===== src/rtl/debounce_sync.sv =====
// debounce_sync: synchronises a raw, bouncing board input and turns it into a
// clean level with one-cycle rise/fall pulses. A saturating glitch counter
// records how many pending transitions were abandoned because the input
// reversed before it had been stable long enough.
//
// state        | meaning
// -------------+-----------------------------------------------------------
// S_LOW        | level_out = 0, input stable low, counter idle at 0
// S_RISE_WAIT  | input seen high, counting stable-high cycles toward a rise
// S_HIGH       | level_out = 1, input stable high, counter idle at 0
// S_FALL_WAIT  | input seen low, counting stable-low cycles toward a fall
//
// Latency: if raw_in changes just after edge E0 and then holds, level_out
// changes at edge E0 + SYNC_STAGES + DEBOUNCE_CYCLES + 1. One edge is spent
// capturing the change in the first sync flop, SYNC_STAGES-1 more edges
// carry it to s, one edge moves the FSM into the WAIT state, and
// DEBOUNCE_CYCLES further edges complete the count.

module debounce_sync #(
  parameter int SYNC_STAGES     = 2,
  parameter int DEBOUNCE_CYCLES = 16,
  parameter int CNT_W           = 5
) (
  input  logic       clk,
  input  logic       rst_n,
  input  logic       raw_in,
  output logic       level_out,
  output logic       rise_pulse,
  output logic       fall_pulse,
  output logic [7:0] glitch_cnt
);

  // Terminal count: the WAIT state completes on the edge that observes this.
  localparam logic [CNT_W-1:0] CNT_LAST   = CNT_W'(DEBOUNCE_CYCLES - 1);
  localparam logic [7:0]       GLITCH_MAX = 8'hFF;

  typedef enum logic [1:0] {
    S_LOW       = 2'd0,
    S_RISE_WAIT = 2'd1,
    S_HIGH      = 2'd2,
    S_FALL_WAIT = 2'd3
  } state_t;

  // ---------------------------------------------------------------------
  // Synchroniser
  // ---------------------------------------------------------------------
  logic [SYNC_STAGES-1:0] sync_q;
  logic [SYNC_STAGES-1:0] sync_d;
  logic                   s;

  // Shift raw_in into the chain; bit 0 is the metastability-exposed flop.
  always_comb begin
    sync_d = {sync_q[SYNC_STAGES-2:0], raw_in};
  end

  // Synchroniser flops, cleared by reset so the FSM starts from a known low.
  always_ff @(posedge clk or negedge rst_n) begin
    if (!rst_n) begin
      sync_q <= '0;
    end else begin
      sync_q <= sync_d;
    end
  end

  // Only the last stage is safe to use; raw_in never reaches the FSM directly.
  assign s = sync_q[SYNC_STAGES-1];

  // ---------------------------------------------------------------------
  // Debounce FSM
  // ---------------------------------------------------------------------
  state_t           state_q, state_d;
  logic [CNT_W-1:0] cnt_q,   cnt_d;
  logic             level_q, level_d;
  logic             rise_q,  rise_d;
  logic             fall_q,  fall_d;
  logic [7:0]       glitch_q, glitch_d;
  logic [7:0]       glitch_inc;

  // Saturating increment used when a pending transition is abandoned.
  always_comb begin
    glitch_inc = (glitch_q == GLITCH_MAX) ? glitch_q : glitch_q + 8'd1;
  end

  // Next-state logic. Pulses default low so they last exactly one cycle.
  always_comb begin
    state_d  = state_q;
    cnt_d    = cnt_q;
    level_d  = level_q;
    rise_d   = 1'b0;
    fall_d   = 1'b0;
    glitch_d = glitch_q;
    case (state_q)
      S_LOW: begin
        cnt_d = '0;
        if (s) begin
          state_d = S_RISE_WAIT;
        end
      end
      S_RISE_WAIT: begin
        if (!s) begin
          // Bounce: abandon the rise; the next attempt restarts from zero.
          state_d  = S_LOW;
          cnt_d    = '0;
          glitch_d = glitch_inc;
        end else if (cnt_q == CNT_LAST) begin
          state_d = S_HIGH;
          cnt_d   = '0;
          level_d = 1'b1;
          rise_d  = 1'b1;
        end else begin
          cnt_d = cnt_q + CNT_W'(1);
        end
      end
      S_HIGH: begin
        cnt_d = '0;
        if (!s) begin
          state_d = S_FALL_WAIT;
        end
      end
      S_FALL_WAIT: begin
        if (s) begin
          state_d  = S_HIGH;
          cnt_d    = '0;
          glitch_d = glitch_inc;
        end else if (cnt_q == CNT_LAST) begin
          state_d = S_LOW;
          cnt_d   = '0;
          level_d = 1'b0;
          fall_d  = 1'b1;
        end else begin
          cnt_d = cnt_q + CNT_W'(1);
        end
      end
      default: begin
        state_d = S_LOW;
        cnt_d   = '0;
        level_d = 1'b0;
      end
    endcase
  end

  // FSM state, counter and all outputs are registered together.
  always_ff @(posedge clk or negedge rst_n) begin
    if (!rst_n) begin
      state_q  <= S_LOW;
      cnt_q    <= '0;
      level_q  <= 1'b0;
      rise_q   <= 1'b0;
      fall_q   <= 1'b0;
      glitch_q <= 8'd0;
    end else begin
      state_q  <= state_d;
      cnt_q    <= cnt_d;
      level_q  <= level_d;
      rise_q   <= rise_d;
      fall_q   <= fall_d;
      glitch_q <= glitch_d;
    end
  end

  assign level_out  = level_q;
  assign rise_pulse = rise_q;
  assign fall_pulse = fall_q;
  assign glitch_cnt = glitch_q;

  // ---------------------------------------------------------------------
  // Invariants
  // ---------------------------------------------------------------------
  a_pulses_exclusive: assert property (@(posedge clk) disable iff (!rst_n)
    !(rise_q && fall_q));

  a_cnt_bounded: assert property (@(posedge clk) disable iff (!rst_n)
    cnt_q <= CNT_LAST);

  a_cnt_idle_zero: assert property (@(posedge clk) disable iff (!rst_n)
    (state_q == S_LOW || state_q == S_HIGH) |-> (cnt_q == '0));

  a_level_matches_state: assert property (@(posedge clk) disable iff (!rst_n)
    (state_q == S_HIGH) |-> level_q);

endmodule


===== config.mk =====
export PLATFORM = sky130hd
export DESIGN_NAME = debounce_sync
export DESIGN_NICKNAME = d
export VERILOG_FILES = /design/src/rtl/debounce_sync.sv
export SDC_FILE = /design/constraint.sdc
export NUM_CORES = 1
export LEC_CHECK = 0
export CAP_MARGIN = 20
export CORE_UTILIZATION = 51
export CTS_CLUSTER_SIZE = 40
export DETAILED_ROUTE_END_ITERATION = 10
export PLACE_DENSITY_LB_ADDON = 0.08
export REMOVE_ABC_BUFFERS = 1
export SKIP_CTS_REPAIR_TIMING = 1
export SYNTH_ARGS = -nofsm -noshare
export SYNTH_HDL_FRONTEND = slang
export SYNTH_SLANG_ARGS = --single-unit

===== constraint.sdc =====
create_clock -name clk -period 2.1 [get_ports clk]
set_input_delay 0.21 -clock clk [delete_from_list [all_inputs] [get_ports clk]]
set_output_delay 0.21 -clock clk [all_outputs]
set_load 0.03 [all_outputs]

* Word-level counts from Yosys, hierarchy flattened *
Cells that the tools add are included.

cells by class
  $add $sub $neg = 2
  equal/unequal tests = 15
  muxes and demuxes = 25
  reduce and logical (&&, ||, !) cells = 6

operators with widths
  cell                   number
  $mux W8                3
  $ne A2 B2 Y1 const B   8
  $pmux W8 S2            1
  $mux W5                3
  $pmux W5 S3            1
  $mux W2                6
  $mux W1                9
  $add A8 B1 Y8 const B  1
  $eq A8 B8 Y1 const B   1
  $pmux W2 S4            1
  $ne A3 B3 Y1 const B   2
  $add A5 B1 Y5 const B  1
  $eq A5 B4 Y1 const B   1
  $reduce_and A5 Y1      1
  $eq A2 B2 Y1 const B   2
  $reduce_and A4 Y1      1
  $reduce_and A3 Y1      1
  $eq A2 B1 Y1 const B   1
  $logic_not A2 Y1       1
  $pmux W1 S2            1
  $reduce_bool A2 Y1     1
  $reduce_or A2 Y1       1

storage, ports and cells
  register bits after elaboration = 20
  bits of input ports = 3
  output and inout port bits = 11
  word-level logic and storage cells = 55

* Depth between registers and ports, before layout *
  depth in word-level cells = 4
  depth in mapped cells = 5
  mapped depth without buffers = 5

* Worst setup path after synthesis *
Ideal clock, no wire load.

  path type = reg-to-reg
  start = register glitch_q[0] (netlist: glitch_cnt[0])
  end = register glitch_q[1] (netlist: glitch_cnt[1])
  library setup time = 0.128 ns
  arrival = 1.645 ns
  required time = 1.972 ns
  setup slack = 0.327 ns
  stages on the path, launching flop included = 5
  buffers on the path = 0
  clock period less this slack = 1.773 ns
  cell sequence = dfrtp_1 > ha_1 > nand3_1 > o311ai_4 > mux2_1

between the ends
  longest elaborated chain between the ends = 4
  elaborated cells on any way between the ends = 6
  classes of those cells = add/sub: 1; eq/ne: 1; mux: 4

ends and longest elaborated chain
  item                                                  RTL line  source
  from (decl)                                           76        logic [7:0] glitch_q, glitch_d;
  from (signal assigned)                                157       glitch_q <= glitch_d;
  $add A8 B1 Y8 / $eq A8 B8 Y1 (equally long branches)  81        glitch_inc = (glitch_q == GLITCH_MAX) ? glitch_q : glitch_q + 8'd1;
  $mux W8 (*)                                           81
  $mux W8, on equally long branches                     121, 100
  $pmux W8 S2 (*)                                       92        case (state_q)

Mark *: on every way between the ends. The rest lies on a longest branch, timed or not. The select of a mux whose other input is x is not followed.
A chain may end at the register's enable or synchronous reset.

* Final worst setup path *
Ends and elaborated chain as after synthesis.

==> impl_metrics.py <==
metrics = {
    "clock_network": {
        "cts_inserted_buffers": 3,
        "cts_buffer_depth": 2,
        "clk_latency_ns": 0.30,
        "cts_sinks": 20,
        "cts.htree.levels": 1,
        "ctsRootBufferMaster": "clkbuf_4",
        "cts_tree": "yes",
        "clkTransAtPathRegs_ns": 0.11,
    },
    "finish": {
        "final_nets": 99,
        "post_route_cells_drive_above_1_share_pct": 8.60,
        "num_antenna_cells": 0,
        "design_area_mm2": 0.00109,
        "area_delta_synth_final_pct": 21.1,
        "utilization_pct": 69.4,
        "fin_cells": 109,
    },
    "timing": {
        "max_clock_freq_mhz": 595,
        "worst_slew_pin_slew_ns": 0.318,
        "maxSlewHeadroom_pct": 78.8,
        "skew_ns": 0.00220,
        "rsz0062_at_grt": "false",
        "period_needed_ns": 1.68,
        "setup_tns_ns": 0,
        "setup_viol": 0,
        "finalHoldViolCount": 0,
        "slew_viol_final": 0,
        "finalCritPeriodShare_pct": 80.0,
    },
    "yosys": {
        "synthDistinctLibCells": 30,
        "ys_seq_area_share_pct": 55.4,
        "synth_area_um2": 903,
        "synth-edff-count": 0,
        "yosys-top-cells-count": "dfrtp_1 (20), a21oi_1 (5), nand2_1 (5)",
        "yosys_warnings": 0,
        "async_flop_share_pct": 100,
        "synth_area_leaders": "dfrtp_1 (55%), xnor2_4 (3.0%), o311ai_4 (2.9%)",
        "postSynthCellCount": 76,
        "synth_flop_cell": "dfrtp_1",
        "synth.avg_cell_area_um2": 11.9,
        "yosys.area.top_type": "dfrtp_1",
        "yosysMostFrequentCell": "dfrtp_1",
        "yosys_register_bits": 20,
        "synth_top_area_share_pct": 55.4,
    },
    "drt": {
        "drc": 0,
        "ant_nets": 0,
        "drt-initial-drc-count": 4,
        "dr_total_vias": 608,
        "routedWlPerCell_um": 13.3,
        "drt_wl_total_um": 1450,
        "drtPass1Iterations": 3,
        "vias_per_cell": 5.58,
    },
    "global_route": {
        "grt_overflow": 0,
        "grt_usage_pct": 18.6,
        "grt_pass1_vias": 589,
        "antenna_found_initial": 0,
        "grt_first_pass_wirelength_um": 2480,
        "grt_max_degree": 21,
    },
    "flow_run": {
        "maxCapViolations": 0,
    },
    "power": {
        "p_leak_nw": 0.493,
        "peakVddDrop_v": 0.000790,
        "clkPwrFrac_pct": 20.2,
        "internal-power_mw": 0.710,
        "switching_power_mw": 0.398,
        "sequentialPowerShare_pct": 47.7,
        "power.density_mw_per_mm2": 1010,
        "swShare_pct": 35.9,
        "combPwrFrac_pct": 32.1,
    },
    "die": {
        "fp.dieW_um": 44.1,
        "die_h_um": 44.1,
        "ios": 14,
        "start_util_pct": 57.3,
        "die_area_mm2": 0.00194,
        "coreArea_mm2": 0.00158,
        "rows": 14,
    },
    "critical_path": {
        "worstPathRequired_ns": 2.30,
        "crit_type": "reg -> reg",
        "path_cells": "ha_1 > nand3_1 > o311ai_4 > mux2_1",
        "path_buf_inv": 0,
        "end_kind": "flop",
        "cp_max_fo": 5,
        "worstPathArrival_ns": 1.88,
        "crit_family": "flip-flops",
        "crit_path_top_delay_cell": "dfrtp_1",
        "cp-start-kind": "flop",
        "cpPeakStageDelay_ns": 0.44,
    },
    "placement": {
        "dpl-instance-area_mm2": 0.00106,
        "hpwl_um": 1070,
        "io_buffer_count": 13,
        "dp.cells": 105,
        "gp_congestion": 0.730,
    },
    "outcome": {
        "status": "completed",
    },
    "min_path": {
        "hold_class": "in -> async",
    },
}
[placed cells by master (no fill, tap or decap), types with 2 or more instances in the layout]
cell type	n
dfrtp_1	20
clkdlybuf4s50_1	13
a21oi_1	5
nand2_1	5
nand3_1	4
inv_1	4
xnor2_1	3
nor2_1	3
nor3_1	3
clkbuf_4	3
nor2b_1	2
and3_1	2
o21ai_0	2
xor2_1	2
nand4_1	2
mux2_1	2
ha_1	2
[layout make-up]
class,instances,area (µm²)
clock buffer,4,36.3
fill,126,483
inverter,4,15.0
multi-input combinational,51,384
sequential,20,500
tap,16,20.0
timing repair buffer,14,138
[metal layers]
layer	vias to the layer above	track usage (%)	routed length (µm)
li1	304	-	-
met1	288	24.5	696
met2	12	27.4	644
met3	4	2.86	54
met4	0	14.5	50
met5	-	0	0
[final timing paths]
check                         startpoint            end  slack [ns]  cells after the start
setup / recovery           glitch_cnt[0]  glitch_cnt[1]        0.42                      4
hold / removal                     rst_n       cnt_q[3]        0.23                      2
setup reg to reg           glitch_cnt[0]  glitch_cnt[1]        0.42                      4
hold reg to reg                sync_q[0]      sync_q[1]        0.37                      0
max in group asynchronous          rst_n      sync_q[0]        1.67                      2
min in group clk                  raw_in      sync_q[0]        0.35                      1
[flip-flops by register name, indices dropped and copies added, names as in the netlist, named ones only]
| register | count |
|---|---|
| cnt_q | 5 |
| state_q | 1 |
| glitch_cnt | 8 |
| fall_pulse | 1 |
| rise_pulse | 1 |
| sync_q | 2 |
| level_out | 1 |
[power groups by stage]
stage	clock network, mW	logic, mW	registers (mW)
5_1_grt	0.239	0.387	0.543
3_3_place_gp	0	0.354	0.534
3_5_place_dp	0	0.360	0.537
2_1_floorplan	0	0.107	0.633
4_1_cts	0.230	0.361	0.529
6_report	0.224	0.355	0.528
[cell families after synthesis]
| logic type | after synthesis | synth area share (%) |
|---|---|---|
| and+or+nand+nor | 29 | 19.0 |
| DFF | 20 | 55.4 |
| AOI/OAI and AO/OA | 11 | 9.28 |
| xor gates and xnor gates | 6 | 7.90 |
| buffers and inverters | 5 | 2.08 |
| muxes | 3 | 3.60 |
| adders and majority gates | 2 | 2.77 |
[through the flow]
step | power (mW) | hold slack, ns | worst slack [ns]
after floorplan | 0.740 | -0.0856 | 0.327
after global placement | 0.888 | 0.334 | 0.490
after detailed placement | 0.898 | 0.354 | 0.432
after CTS | 1.12 | 0.229 | 0.416
after global routing | 1.17 | 0.235 | 0.326
final | 1.11 | 0.225 | 0.421
Note: power is estimated with default switching activity, not from simulation.
